--- config.mk ---
export PLATFORM = sky130hd
export DESIGN_NAME = apb_reg_slave
export DESIGN_NICKNAME = d
export VERILOG_FILES = /design/src/rtl/apb_slv_pkg.sv /design/src/rtl/apb_slv_regfile.sv /design/src/rtl/apb_reg_slave.sv
export SDC_FILE = /design/constraint.sdc
export NUM_CORES = 1
export LEC_CHECK = 0
export CAP_MARGIN = 20
export CORE_ASPECT_RATIO = 0.6
export CORE_UTILIZATION = 30
export CTS_BUF_LIST = sky130_fd_sc_hd__clkbuf_8
export DETAILED_ROUTE_END_ITERATION = 8
export PLACE_DENSITY = 0.45
export REMOVE_ABC_BUFFERS = 1
export SETUP_SLACK_MARGIN = 0.2
export SLEW_MARGIN = 20
export SYNTH_ARGS = -nofsm -noshare
export SYNTH_HDL_FRONTEND = slang
export SYNTH_SLANG_ARGS = --single-unit
--- constraint.sdc ---
create_clock -name PCLK -period 4.78 [get_ports PCLK]
set_input_delay 0.956 -clock PCLK [delete_from_list [all_inputs] [get_ports PCLK]]
set_output_delay 0.956 -clock PCLK [all_outputs]
set_load 0.1 [all_outputs]
--- src/rtl/apb_slv_pkg.sv ---
// Shared types and constants for the APB register slave: FSM encoding,
// register offsets and the saturating-counter helper.
package apb_slv_pkg;

  localparam int DEF_ADDR_W  = 16;
  localparam int DEF_DATA_W  = 32;
  localparam int NUM_SCRATCH = 14;

  localparam logic [5:0] SCRATCH_BASE = 6'h00;
  localparam logic [5:0] WAIT_CFG_OFS = 6'h38;
  localparam logic [5:0] STATUS_OFS   = 6'h3C;

  localparam logic [3:0] NEVER_READY = 4'hF;

  typedef enum logic [1:0] {
    ST_IDLE  = 2'd0,
    ST_SETUP = 2'd1,
    ST_WAIT  = 2'd2,
    ST_RESP  = 2'd3
  } state_e;

  function automatic logic [15:0] sat_inc16(input logic [15:0] v);
    if (v == 16'hFFFF) begin
      return v;
    end else begin
      return v + 16'd1;
    end
  endfunction

endpackage

--- src/rtl/apb_slv_regfile.sv ---
// Register storage, address decode and STATUS counters for apb_reg_slave.
// Decode is combinational for the response; updates happen only on commit.
module apb_slv_regfile
  import apb_slv_pkg::*;
#(
  parameter int         ADDR_W   = DEF_ADDR_W,
  parameter int         DATA_W   = DEF_DATA_W,
  parameter logic [3:0] DEF_WAIT = 4'd2
) (
  input  logic              clk,
  input  logic              rst,
  input  logic [ADDR_W-1:0] dec_addr_i,
  input  logic              dec_write_i,
  output logic              dec_err_o,
  output logic [DATA_W-1:0] rd_data_o,
  input  logic              commit_i,
  input  logic [ADDR_W-1:0] cm_addr_i,
  input  logic              cm_write_i,
  input  logic [DATA_W-1:0] cm_wdata_i,
  output logic [3:0]        wait_cfg_o
);

  logic [DATA_W-1:0] scratch_q [NUM_SCRATCH];
  logic [DATA_W-1:0] scratch_d [NUM_SCRATCH];
  logic [3:0]        wait_cfg_q, wait_cfg_d;
  logic [15:0]       good_cnt_q, good_cnt_d;
  logic [15:0]       err_cnt_q, err_cnt_d;

  function automatic logic addr_err(input logic [ADDR_W-1:0] a, input logic wr);
    logic hi_nz;
    logic misaligned;
    logic ro_write;
    hi_nz      = |a[ADDR_W-1:6];
    misaligned = |a[1:0];
    ro_write   = wr && (a[5:0] == STATUS_OFS);
    return hi_nz | misaligned | ro_write;
  endfunction

  assign dec_err_o  = addr_err(dec_addr_i, dec_write_i);
  assign wait_cfg_o = wait_cfg_q;

  // Read mux for the address currently being decoded.
  always_comb begin
    rd_data_o = '0;
    if (dec_addr_i[5:0] == STATUS_OFS) begin
      rd_data_o[31:0] = {err_cnt_q, good_cnt_q};
    end else if (dec_addr_i[5:0] == WAIT_CFG_OFS) begin
      rd_data_o[3:0] = wait_cfg_q;
    end else begin
      rd_data_o = scratch_q[dec_addr_i[5:2]];
    end
  end

  // Next-state of storage and counters on a committed transfer.
  always_comb begin
    scratch_d  = scratch_q;
    wait_cfg_d = wait_cfg_q;
    good_cnt_d = good_cnt_q;
    err_cnt_d  = err_cnt_q;
    if (commit_i) begin
      if (addr_err(cm_addr_i, cm_write_i)) begin
        err_cnt_d = sat_inc16(err_cnt_q);
      end else if (cm_write_i) begin
        good_cnt_d = sat_inc16(good_cnt_q);
        case (cm_addr_i[5:0])
          WAIT_CFG_OFS: wait_cfg_d = cm_wdata_i[3:0];
          default:      scratch_d[cm_addr_i[5:2]] = cm_wdata_i;
        endcase
      end else begin
        good_cnt_d = good_cnt_q;
      end
    end else begin
      err_cnt_d = err_cnt_q;
    end
  end

  // Register update with synchronous reset.
  always_ff @(posedge clk) begin
    if (rst) begin
      scratch_q  <= '{default: '0};
      wait_cfg_q <= DEF_WAIT;
      good_cnt_q <= 16'd0;
      err_cnt_q  <= 16'd0;
    end else begin
      scratch_q  <= scratch_d;
      wait_cfg_q <= wait_cfg_d;
      good_cnt_q <= good_cnt_d;
      err_cnt_q  <= err_cnt_d;
    end
  end

endmodule

--- src/rtl/apb_reg_slave.sv ---
// APB slave with programmable wait states: transfer FSM and registered
// PREADY/PSLVERR/PRDATA around the apb_slv_regfile storage.
module apb_reg_slave
  import apb_slv_pkg::*;
#(
  parameter logic [3:0] DEF_WAIT = 4'd2,
  parameter int         ADDR_W   = DEF_ADDR_W,
  parameter int         DATA_W   = DEF_DATA_W
) (
  input  logic              PCLK,
  input  logic              PRST,
  input  logic              PSEL,
  input  logic              PENABLE,
  input  logic              PWRITE,
  input  logic [ADDR_W-1:0] PADDR,
  input  logic [DATA_W-1:0] PWDATA,
  output logic [DATA_W-1:0] PRDATA,
  output logic              PREADY,
  output logic              PSLVERR
);

  state_e            state_q, state_d;
  logic [ADDR_W-1:0] addr_q, addr_d;
  logic              write_q, write_d;
  logic [DATA_W-1:0] wdata_q, wdata_d;
  logic [3:0]        cnt_q, cnt_d;
  logic              never_q, never_d;
  logic              pready_q, pready_d;
  logic              pslverr_q, pslverr_d;
  logic [DATA_W-1:0] prdata_q, prdata_d;

  logic              commit_s;
  logic [ADDR_W-1:0] cur_addr_s;
  logic              cur_write_s;
  logic              dec_err_s;
  logic [DATA_W-1:0] rd_data_s;
  logic [3:0]        wait_cfg_s;

  apb_slv_regfile #(
    .ADDR_W  (ADDR_W),
    .DATA_W  (DATA_W),
    .DEF_WAIT(DEF_WAIT)
  ) u_regfile (
    .clk        (PCLK),
    .rst        (PRST),
    .dec_addr_i (cur_addr_s),
    .dec_write_i(cur_write_s),
    .dec_err_o  (dec_err_s),
    .rd_data_o  (rd_data_s),
    .commit_i   (commit_s),
    .cm_addr_i  (addr_q),
    .cm_write_i (write_q),
    .cm_wdata_i (wdata_q),
    .wait_cfg_o (wait_cfg_s)
  );

  // In IDLE the transfer is not captured yet, so decode straight from the bus.
  always_comb begin
    if (state_q == ST_IDLE) begin
      cur_addr_s  = PADDR;
      cur_write_s = PWRITE;
    end else begin
      cur_addr_s  = addr_q;
      cur_write_s = write_q;
    end
  end

  // Transfer FSM. The counter holds WAIT_CFG-1 so PREADY lands in access
  // cycle N+1; WAIT_CFG=0 goes straight to RESP from the setup phase.
  always_comb begin
    state_d  = state_q;
    addr_d   = addr_q;
    write_d  = write_q;
    wdata_d  = wdata_q;
    cnt_d    = cnt_q;
    never_d  = never_q;
    commit_s = 1'b0;
    case (state_q)
      ST_IDLE: begin
        if (PSEL && !PENABLE) begin
          addr_d  = PADDR;
          write_d = PWRITE;
          wdata_d = PWDATA;
          never_d = (wait_cfg_s == NEVER_READY);
          if (wait_cfg_s == 4'd0) begin
            cnt_d   = 4'd0;
            state_d = ST_RESP;
          end else begin
            cnt_d   = wait_cfg_s - 4'd1;
            state_d = ST_SETUP;
          end
        end else begin
          state_d = ST_IDLE;
        end
      end
      ST_SETUP: begin
        if (!PSEL) begin
          state_d = ST_IDLE;
        end else if (cnt_q == 4'd0) begin
          state_d = ST_RESP;
        end else begin
          state_d = ST_WAIT;
        end
      end
      ST_WAIT: begin
        if (!PSEL) begin
          state_d = ST_IDLE;
        end else if (never_q) begin
          state_d = ST_WAIT;
        end else if (cnt_q <= 4'd1) begin
          cnt_d   = 4'd0;
          state_d = ST_RESP;
        end else begin
          cnt_d = cnt_q - 4'd1;
        end
      end
      ST_RESP: begin
        state_d = ST_IDLE;
        if (PSEL && PENABLE) begin
          commit_s = 1'b1;
        end else begin
          commit_s = 1'b0;
        end
      end
      default: state_d = ST_IDLE;
    endcase
  end

  // Response outputs are computed one cycle ahead and registered.
  always_comb begin
    pready_d  = (state_d == ST_RESP);
    pslverr_d = 1'b0;
    prdata_d  = '0;
    if (pready_d) begin
      pslverr_d = dec_err_s;
      if (!dec_err_s && !cur_write_s) begin
        prdata_d = rd_data_s;
      end else begin
        prdata_d = '0;
      end
    end else begin
      pslverr_d = 1'b0;
    end
  end

  // FSM, capture and output registers with synchronous reset.
  always_ff @(posedge PCLK) begin
    if (PRST) begin
      state_q   <= ST_IDLE;
      addr_q    <= '0;
      write_q   <= 1'b0;
      wdata_q   <= '0;
      cnt_q     <= 4'd0;
      never_q   <= 1'b0;
      pready_q  <= 1'b0;
      pslverr_q <= 1'b0;
      prdata_q  <= '0;
    end else begin
      state_q   <= state_d;
      addr_q    <= addr_d;
      write_q   <= write_d;
      wdata_q   <= wdata_d;
      cnt_q     <= cnt_d;
      never_q   <= never_d;
      pready_q  <= pready_d;
      pslverr_q <= pslverr_d;
      prdata_q  <= prdata_d;
    end
  end

  assign PREADY  = pready_q;
  assign PSLVERR = pslverr_q;
  assign PRDATA  = prdata_q;

endmodule

==> results by group <==
Yosys
  • Most used flip-flop cell after synthesis: dfxtp_1
  • Register area share after synthesis: 0.4560
  • Synth warn: 0
  • Avg Cell Area, Syn: 7.567 um^2
  • #FFs+latches synth: 574
  • Synth cell types: 68
  • Async S/R FF share, synth: 0
  • Post-Syn Area: 25,200 um^2
  • Syn Inst Count: 3,330
  • EDFF count, synth: 0

Floorplan
  • Die Height: 226.5 um
  • Core area: 82,290 um^2
  • # IOs: 87
  • Die W: 376.2 um
  • Row Count: 81
  • Die area: 85,190 um^2
  • Starting Density: 0.3062

Route
  • DRC: 0
  • Detail Route Antenna Nets: 0
  • Iter 0 DRT Violations: 2,259
  • Number of detailed-route iterations in the first pass: 6
  • Via Count: 22.58k
  • Vias per Instance: 5.043
  • Routed len/inst: 21.13 um
  • DRT Wirelength: 94,610 um

CTS
  • Clk_lat worst skew: 760 ps
  • H-tree levels: 3
  • Max clock buf depth: 3
  • Root Driver: clkbuf_8
  • CTS Buf Count: 90
  • Post-CTS resize count: 0
  • # clock sinks: 574
  • Post-CTS Hold Buffers: 0
  • Clock Pin Slew Worst Setup and Hold Paths: 60 ps
  • TritonCTS clock tree: built
  • Post-CTS Repair Setup Buffers: 0

Critical path
  • Startpoint types: flop
  • Worst r2r dst: PRDATA[28]
  • Required time worst endpoint: 5380 ps
  • Top fanout value on the critical path: 58
  • Worst r2r src: state_q[1]
  • Critical path type: flop to flop
  • Arrival @ worst endpoint: 4170 ps
  • FF-to-FF setup slack: 1210 ps
  • Worst setup EP type: flop
  • Worst reg2reg path depth: 10

STA
  • Final Setup Violations: 0
  • Slew HR: 0.3284
  • Minimum clock period: 3569 ps
  • WHS: 449.7 ps
  • Setup TNS: 0 ps
  • RSZ-0062 raised after global routing: false
  • Final-report hold violation count: 0
  • Final Cycle Share: 0.7467
  • Final Slew Violations: 0
  • Worst Max-Slew Pin Slew: 1004 ps
  • Max Clk Rate: 280.2 MHz
  • Clk_skew: 27.40 ps

Power
  • Leak: 0.009182 uW
  • Tot Pwr: 10,040 uW
  • Power density over the cells: 349.9 nW/um^2
  • IR drop worst, VDD: 0.0001875 V

Layout
  • Final instance area: 28,700 um^2
  • Multi-input combinational cell area: 12,340 um^2
  • Fraction of layout cells with a size suffix above 1: 0.1115
  • Core Util, Final: 0.3487
  • Area growth from synthesis to layout: 13.89%
  • Fillers: 8,694
  • Final net count: 3,348
  • Seq. cell area: 11,490 um^2

GRT
  • Met2 usage: 0.3131
  • Largest net degree at the start of global routing: 155
  • Global router's overall resource usage: 0.2205
  • Total grt overflow: 0
  • Initial antenna violation count: 2
  • Met3 Use GR: 0.03762
  • Global-route layer with the greatest usage: met1
  • Vias in the first global route: 21.29k
  • First-pass GRT wire length: 141,700 um
  • M1 GR Usage: 0.3405

Worst hold path
  • Hold worst-path end: u_regfile.scratch_q[402]
  • Worst Hold Class: flop to flop
  • Hold Crit Depth: 2
  • Hold Crit Start: u_regfile.scratch_q[402]

Place
  • Final HPWL DP: 56,360 um
  • Placed inst area: 26,900 um^2
  • GP Congestion: 0.8056
  • Port-buffer cells: 86

Job
  • Max-cap viol count: 0

Run status
  • Status: complete, no violations
## cells in the final DEF, fill, tap and decap left out, types with 8 or more instances in the layout
cell / synthesis / routed
buf_4: 22 / 60
o21ai_0: 123 / 122
a21oi_2: 116 / 116
nor3_1: 39 / 39
a2111oi_0: 28 / 28
xor2_1: 18 / 18
dfxtp_1: 574 / 574
buf_12: 0 / 16
nand2_1: 1109 / 1101
nor4_1: 13 / 13
and2_2: 0 / 8
nand4_1: 19 / 19
clkdlybuf4s50_1: 0 / 85
o22ai_1: 28 / 28
nand3_1: 26 / 20
inv_1: 7 / 39
a41oi_1: 28 / 28
a22oi_1: 8 / 8
mux2i_1: 67 / 66
nand2_2: 0 / 8
nor2_1: 271 / 270
nor2b_1: 8 / 8
a21oi_1: 435 / 435
clkbuf_8: 0 / 112
## kinds of logic (layout without fill, tap and decap cells)
logic type | count (synthesis) | after routing | share of synthesized area
flops | 574 | 574 | 0.4560
mux | 70 | 70 | 0.02840
fa+ha+maj | 5 | 5 | 0.002483
other cells | 0 | 2 | 0
xor+xnor | 25 | 25 | 0.008690
simple gates | 1540 | 1540 | 0.2482
compound gates | 815 | 815 | 0.1961
buf+inv | 301 | 326 | 0.06003
## Yosys cell counts, types with 2 or more instances
library cell / n / area [um^2]
nor4_1: 13 / 81.33
buf_6: 24 / 270.3
and3_1: 13 / 81.33
a2bb2oi_1: 3 / 26.28
nor3_1: 39 / 195.2
nand3_1: 26 / 130.1
o21ai_0: 123 / 615.6
o221ai_1: 4 / 35.03
o21ai_1: 4 / 20.02
mux2i_1: 67 / 670.6
nor4_4: 5 / 106.4
clkbuf_2: 3 / 15.01
o211ai_1: 2 / 15.01
a211oi_1: 7 / 52.55
nor2b_1: 8 / 50.05
and2_1: 12 / 75.07
a32oi_1: 5 / 43.79
a22oi_1: 8 / 60.06
ha_1: 5 / 62.56
o32ai_1: 3 / 26.28
buf_4: 22 / 165.2
a21oi_2: 116 / 1016
buf_1: 3 / 11.26
nand3b_1: 2 / 15.01
a21oi_1: 435 / 2177
xor2_1: 18 / 157.7
inv_1: 7 / 26.28
a41oi_1: 28 / 245.2
a2111oi_0: 28 / 245.2
buf_2: 93 / 465.5
clkbuf_1: 149 / 559.3
o22ai_1: 28 / 175.2
nand2_1: 1109 / 4163
dfxtp_1: 574 / 11490
o31ai_1: 4 / 30.03
nand2b_1: 5 / 31.28
xnor2_1: 7 / 61.31
a21o_1: 5 / 37.54
nor2_1: 271 / 1017
nand4_1: 19 / 118.9
and4_1: 4 / 35.03
o21a_1: 3 / 22.52
## layer usage
| layer | part of all wire | vias to the layer above | wire length (um) |
|---|---|---|---|
| met3 | 0.060 | 101 | 5674 |
| met2 | 0.40 | 667 | 38210 |
| met5 | 0 | - | 0 |
| met4 | 0.015 | 0 | 1421 |
| met1 | 0.52 | 10790 | 49300 |
| li1 | - | 11020 | - |
## final cells by class
class	instances	share of cell area
Antenna cell	2	0.0001744
Clock buffer	112	0.05371
Clock inverter	45	0.008807
Inverter	7	0.0009156
Multi-Input combinational cell	2455	0.4301
Sequential cell	574	0.4004
Tap cell	1120	0.04883
Timing Repair Buffer	162	0.05703
## metrics by stage
step	setup slack (ps)	instances
4_1_cts	1205	4475
6_report	1211	4477
3_3_place_gp	889.3	4318
3_5_place_dp	903.7	4318
2_1_floorplan	-1196	3036
5_1_grt	1000	4477
## power breakdown
group / total (uW) / switching [uW] / internal (uW)
combinational: 840 / 586 / 254
clock: 4310 / 2100 / 2210
sequential: 4900 / 88.9 / 4810
## state kept, by name, indices dropped and copies added (netlist names)
signal,count
never_q,1
u_regfile.scratch_q,448
state_q,2
wdata_q,32
u_regfile.wait_cfg_o,4
PRDATA,32
PSLVERR,1
write_q,1
u_regfile.err_cnt_q,16
PREADY,1
addr_q,16
cnt_q,4
u_regfile.good_cnt_q,16
## worst max-delay path, stage by stage (launching register included)
cell and delay [ps]:
dfxtp_1 450, nor2_2 530, buf_4 350, mux2i_4 310, buf_12 200, buf_12 290, mux2i_1 240, o22ai_1 110
a2111oi_0 590, buf_4 210, nor3_1 40
## worst max path at each step
stage	start	endpoint	slack, ps	cells after the start
CTS	state_q[1]	PRDATA[22]	1200	10
floorplan	state_q[1]	PRDATA[3]	-1200	6
global route	state_q[1]	PRDATA[22]	1000	10
detailed placement	PSEL	u_regfile.scratch_q[10]	900	7
global placement	PADDR[4]	PRDATA[0]	890	7
finish	state_q[1]	PRDATA[28]	1210	10
Power figures use the tool's default switching activity.
